==> src/rtl/table_fsm.sv <==
// Run-time programmable Mealy machine: next state and output come from a
// writable {state, x}-indexed table, with step enable, restart and change counter.
module table_fsm #(
  parameter int IN_W       = 2,
  parameter int ST_W       = 2,
  parameter int OUT_W      = 2,
  parameter int INIT_STATE = 0,
  parameter int CNT_W      = 16
) (
  input  logic                 clk,
  input  logic                 rst,
  input  logic                 en,
  input  logic                 clr,
  input  logic                 reg_out,
  input  logic [IN_W-1:0]      x,
  output logic [OUT_W-1:0]     y,
  output logic [ST_W-1:0]      state,
  output logic [CNT_W-1:0]     chg_cnt,
  input  logic                 cfg_we,
  input  logic [ST_W+IN_W-1:0] cfg_addr,
  input  logic [ST_W-1:0]      cfg_next,
  input  logic [OUT_W-1:0]     cfg_out
);

  localparam int AW    = ST_W + IN_W;
  localparam int DEPTH = 1 << AW;
  localparam int EW    = ST_W + OUT_W;

  localparam logic [ST_W-1:0] INIT_ST = ST_W'(INIT_STATE);

  // Each entry is {next, out}. The table is flop-based because rst must clear it.
  logic [EW-1:0]    r_table [DEPTH];
  logic [ST_W-1:0]  r_state;
  logic [CNT_W-1:0] r_cnt;
  logic [OUT_W-1:0] r_yq;

  logic [AW-1:0]    w_addr;
  logic [EW-1:0]    w_entry;
  logic [ST_W-1:0]  w_tab_next;
  logic [OUT_W-1:0] w_tab_out;
  logic [ST_W-1:0]  w_state_next;
  logic [CNT_W-1:0] w_cnt_next;
  logic [OUT_W-1:0] w_yq_next;

  always_ff @(posedge clk or negedge rst) begin
    if (!rst) begin
      for (int i = 0; i < DEPTH; i++) begin
        r_table[i] <= '0;
      end
    end else if (cfg_we) begin
      r_table[cfg_addr] <= {cfg_next, cfg_out};
    end
  end

  // The lookup sees the pre-edge table, so a same-edge write affects only later steps.
  assign w_addr     = {r_state, x};
  assign w_entry    = r_table[w_addr];
  assign w_tab_next = w_entry[EW-1:OUT_W];
  assign w_tab_out  = w_entry[OUT_W-1:0];

  always_comb begin
    w_state_next = r_state;
    w_cnt_next   = r_cnt;
    w_yq_next    = r_yq;
    if (clr) begin
      w_state_next = INIT_ST;
      w_cnt_next   = '0;
      w_yq_next    = '0;
    end else if (en) begin
      w_state_next = w_tab_next;
      w_yq_next    = w_tab_out;
      if ((w_tab_next != r_state) && !(&r_cnt)) begin
        w_cnt_next = r_cnt + 1'b1;
      end
    end
  end

  always_ff @(posedge clk or negedge rst) begin
    if (!rst) begin
      r_state <= INIT_ST;
      r_cnt   <= '0;
      r_yq    <= '0;
    end else begin
      r_state <= w_state_next;
      r_cnt   <= w_cnt_next;
      r_yq    <= w_yq_next;
    end
  end

  assign y       = reg_out ? r_yq : w_tab_out;
  assign state   = r_state;
  assign chg_cnt = r_cnt;

endmodule
==> config.mk <==
export PLATFORM = sky130hd
export DESIGN_NAME = table_fsm
export DESIGN_NICKNAME = d
export VERILOG_FILES = /design/src/rtl/table_fsm.sv
export SDC_FILE = /design/constraint.sdc
export NUM_CORES = 1
export LEC_CHECK = 0
export BUFFER_PORTS_ARGS = -buffer_cell sky130_fd_sc_hd__clkbuf_2
export CORE_UTILIZATION = 60
export DETAILED_ROUTE_END_ITERATION = 12
export PLACE_DENSITY = 0.88
export RECOVER_POWER = 50
export SETUP_SLACK_MARGIN = 0.02
export SYNTH_ARGS = -nofsm -noshare
export SYNTH_HDL_FRONTEND = slang
export SYNTH_SLANG_ARGS = --single-unit
==> constraint.sdc <==
create_clock -name clk -period 3.67 [get_ports clk]
set_clock_uncertainty 0.2 [all_clocks]
set_input_delay 0.367 -clock clk [delete_from_list [all_inputs] [get_ports clk]]
set_output_delay 0.367 -clock clk [all_outputs]
set_load 0.005 [all_outputs]
Yosys cells after proc, flatten, opt, wreduce, memory -nomap -nowiden
Cells that the tools add are included.
{ "word_totals": {"register_bits": 84, "input_bits": 16, "elab_cells": 47} }
{ "op_classes": {"muxes": 14, "n_lt_le_gt_ge": 3, "reduce_logical": 7, "n_eq_ne": 1, "bitwise_logic": 2, "add_sub_neg": 1} }
{ "op_table": {"columns": ["operator", "count"], "rows": [
  ["bitwise mux 64 bit", 1],
  ["two-way mux 16 bit", 3],
  ["adder 16 x 1 -> 16 bit (second input constant)", 1],
  ["binary-select mux 4 bit (select 4 bit)", 1],
  ["demux 4 bit (select 4 bit)", 1],
  ["AND reduction 16 bit", 1],
  ["two-way mux 4 bit", 3],
  ["greater-or-equal comparator 5 bit (second input constant)", 2],
  ["two-way mux 2 bit", 5],
  ["NOT 4 -> 5 bit", 2],
  ["< comparator 5 x 1 -> 1 bit (second input constant)", 1],
  ["nonzero test 2 bit", 2],
  ["logical AND 1 bit", 2],
  ["inequality test 2 bit", 1],
  ["AND reduction 2 bit", 1],
  ["logical NOT 1 bit", 1]
]} }

Longest topological paths before layout
{ "logic_depth": {"ltp_word": 9, "ltp_mapped": 9, "depth_no_buf": 7} }

Worst setup path after synthesis
No wires, ideal clock.
{ "synth_path": {"kind": "input to output", "startpoint": "input x[0]", "endpoint": "output y[0]", "path_buffers": 2, "t_arrival_ns": 2.154, "path_stages": 5, "path_slack_ns": 0.949, "cell_sequence": "buf_2 > buf_2 > mux4_2 > mux4_2 > mux2_2"} }
{ "synth_between": {"elab_chain_cells": 5} }
{ "synth_rtl": {"columns": ["item", "line_no", "rtl"], "rows": [
  ["from (decl)", "15", "input logic [IN_W-1:0] x,"],
  ["NOT 4 -> 5 bit (implied by the code)", "57", "assign w_entry = r_table[w_addr];"],
  ["binary-select mux 4 bit (select 4 bit)", "57", null],
  ["two-way mux 4 bit (implied by the code) (2 in a row)", "57", null],
  ["two-way mux 2 bit", "90", "assign y = reg_out ? r_yq : w_tab_out;"],
  ["to (decl)", "16", "output logic [OUT_W-1:0] y,"]
]} }
Every way passes these cells. The select of a mux whose other input is x is not followed.

Worst setup path in the final report
{ "layout_path": {"startpoint": "register r_state[0] (netlist: state[0])", "endpoint": "register r_cnt[9] (netlist: chg_cnt[9])"} }
{ "layout_between": {"elab_chain_cells": 8} }
{ "layout_rtl": {"columns": ["item", "line_no", "rtl"], "rows": [
  ["from (decl)", "33", "logic [ST_W-1:0] r_state;"],
  ["from (signal assigned)", "84", "r_state <= w_state_next;"],
  ["NOT 4 -> 5 bit (implied by the code)", "57", null],
  ["binary-select mux 4 bit (select 4 bit)", "57", null],
  ["two-way mux 4 bit (implied by the code) (2 in a row)", "57", null],
  ["inequality test 2 bit (*)", "72", "if ((w_tab_next != r_state) && !(&r_cnt)) begin"],
  ["logical AND 1 bit (*)", "72", null],
  ["nonzero test 2 bit (no source line) (*)", null, null],
  ["AND reduction 2 bit (no source line) (*)", null, null],
  ["to (signal assigned)", "85", "r_cnt <= w_cnt_next;"],
  ["to (decl)", "34", "logic [CNT_W-1:0] r_cnt;"]
]} }
Every way passes the cells marked *; elsewhere a longest branch is shown, timed or not. The select of a mux whose other input is x is not followed.
A chain may end at the register's enable or synchronous reset.

==> results_dict.tcl <==
set metrics [dict create \
    drc 0 \
    htreeDepth 3 \
    postCtsSetupRepairBufs 0 \
    fp.dieH_um 86.5 \
    wl_per_cell_um 18.5 \
    switching_share_pct 27.7 \
    p_leak_nw 1.96 \
    slowest_stage "dfrtp_1" \
    row_count 30 \
    yosysSeqAreaShare_pct 49.1 \
    cts_tree "built" \
    fin_tns_setup_ns 0 \
    worstSetupEndpointType "flop" \
    cpMostUsedCell "mux2_1" \
    synth_largest_area_cell "dfrtp_1" \
    peakVddDrop_uv 344 \
    die_x_um 86.5 \
    power.density_mw_per_mm2 508 \
    synthCells 333 \
    setup_viol 0 \
    vias 2851 \
    clk_pin_slew_ns 0.09 \
    syn_to_final_growth_pct 8.76 \
    layout.cells.non_filler 460 \
    combPwrFrac_pct 22.0 \
    post-route-period-util_pct 84.6 \
    cp.arrival_ns 3.15 \
    place_inst 445 \
    clkPwrFrac_pct 27.0 \
    n_antenna_cell 0 \
    met3_usage_pct 4.10 \
    drt_iter0_drc 205 \
    cts_sinks 84 \
    core_mm2 0.00683 \
    hold_class "input pin to flop" \
    cts_buffers 9 \
    slowest_delay_ns 0.60 \
    io_pins 36 \
    slew_violations 85 \
    ant_nets 0 \
    antenna_found_initial 0 \
    totalWireLength_mm 8.49 \
    cts-root-buf "clkbuf_8" \
    grt_max_degree 85 \
    critical_path.max_fanout 22 \
    yosysWarnings 0 \
    portBuffers 35 \
    cts_repair_resize_count 0 \
    maxCapViolations 1 \
    worstSetupStartpointType "flop" \
    power.switching_w 0.000656 \
    finalNetCount 377 \
    crit_required_ns 3.72 \
    fmax_mhz 322 \
    rsz0062_at_grt "no" \
    violations "max-capacitance violations, max-slew violations" \
    grt_pass1_vias 2861 \
    use_met1_pct 32.7 \
    slew_headroom_pct -33.4 \
    post_synth_num_cell_types 41 \
    grt_pass1_wl_mm 14.0 \
    synth_nets 350 \
    insertion_delay_ns 0.36 \
    fin_util_pct 68.2 \
    syn_area_mm2 0.00428 \
    postCtsHoldBufs 0 \
    grtUsageTotal_pct 25.2 \
    cp_cell_sequence "buf_4 -> mux2_1 -> mux4_2 -> nand2_2 -> o21ai_2 -> nor4_1 -> mux2_1" \
    fillers 477 \
    grt_use_met2_pct 42.3 \
    start_util_pct 62.7 \
    clockBufferDepth 2 \
    synth_area_leaders "dfrtp_1 49%, mux2_2 18%, mux4_2 8.9%" \
    yosys.area.top_type_share_pct 49.1 \
    critPathKind "flop to flop" \
    grt_overflow 0 \
    synth_ff_type "dfrtp_1" \
    viasPerCell 6.20 \
    synth-edff-count 0 \
    syn_area_per_cell_um2 12.9 \
    busiest_layer "met2" \
    status "complete, but fails checks" \
    finalCriticalPeriod_ns 3.11 \
    critPathBufInv 1 \
    hold_viol 0 \
    die_area_mm2 0.00748 \
    drive_gt1_share_pct 37.9 \
    gp_congestion 0.891 \
    seqPwrFrac_pct 51.1 \
    dr.pass1.iters 5 \
    p_int_w 0.00171 \
    async_flop_share_pct 100 \
    post-dp-hpwl_mm 5.79 \
    cp_top_family "multiplexers" \
    tightest_slew_ns 2.00 \
    synth_seq_cells 84 \
]
-- metrics by stage --
step           hold slack, ns  worst slack (ns)  total power [W]  area, µm²
4_1_cts                0.0183             0.544          0.00238       4660
6_report                0.213             0.565          0.00236       4660
2_1_floorplan          -0.129             0.949          0.00162       4280
5_1_grt                 0.245             0.367          0.00249       4660
3_5_place_dp            0.292             0.604          0.00175       4480
3_3_place_gp            0.282             0.665          0.00171       4480
-- worst paths after layout --
kind,slack [ns],to,startpoint,cells after the start
setup / recovery,0.56,chg_cnt[9],state[0],7
hold / removal,0.21,state[0],en,2
setup reg to reg,0.56,chg_cnt[9],state[0],7
hold reg to reg,0.31,r_table[0],r_table[0],1
max in group asynchronous,1.72,chg_cnt[5],rst,1
min in group asynchronous,0.38,r_table[37],rst,1
-- sequential cells by signal, summed over array words and instances, names as in the netlist --
name     flops
chg_cnt     16
state        2
r_yq         2
r_table     64
-- cells by family after synthesis --
group,count (synthesis),synth area share [%]
flops,84,49.1
buf+inv,25,2.95
compound gates,27,4.18
fa+ha+maj,1,0.292
mux,105,32.2
simple gates,91,11.3
-- layout by cell type (no fill, tap or decap), types with 2 or more instances in the layout --
cell and count:
dfrtp_1 84, mux2_2 67, clkbuf_2 33, nor2_1 21, mux4_2 17, nand2_1 14
mux2_1 13, a21oi_1 11, or4_1 9, clkbuf_8 9, nor3_1 8, nand3_1 7
nor2b_1 7, o31ai_1 7, inv_1 5, nand2b_1 5, mux2i_1 5, nor4_1 5
nand4_1 4, clkbuf_1 4, o21ai_0 3, or3_1 3, nor3b_1 2, mux2_4 2
-- cell type report --
type	count	area (µm²)	area share, %
inverter	5	18.8	0.403
timing repair buffer	36	180	3.87
clock inverter	4	51.3	1.10
tap	96	120	2.58
sequential	84	2100	45.1
clock buffer	11	131	2.82
multi-input combinational	224	2050	44.1
-- cells in the mapped netlist, types with 2 or more instances --
cell / n
nor2_1: 21
mux4_2: 17
buf_1: 2
dfrtp_1: 84
or4_1: 9
mux2_2: 67
mux2i_1: 5
nand3_1: 7
a21oi_1: 11
nor4_1: 5
nor3_1: 8
mux2_4: 2
nand2b_1: 5
mux2_1: 13
nor2b_1: 7
inv_1: 5
buf_2: 2
clkbuf_1: 12
or3_1: 3
o31ai_1: 7
buf_6: 2
nor3b_1: 2
nand2_1: 14
nand4_1: 4
o21ai_0: 3
-- power groups by stage --
stage,combinational (W),clock (W),sequential [W]
6_report,0.000519,0.000638,0.00121
5_1_grt,0.000570,0.000686,0.00123
4_1_cts,0.000525,0.000651,0.00121
3_5_place_dp,0.000522,0,0.00122
3_3_place_gp,0.000498,0,0.00121
2_1_floorplan,0.000439,0,0.00118
-- routing by layer --
metal / part of all wire, % / vias to the layer above
met5: 0 / -
met4: 1.9 / 0
met3: 4.5 / 13
met2: 51 / 69
met1: 43 / 1473
li1: - / 1296
Note: power is estimated with default switching activity, not from simulation.
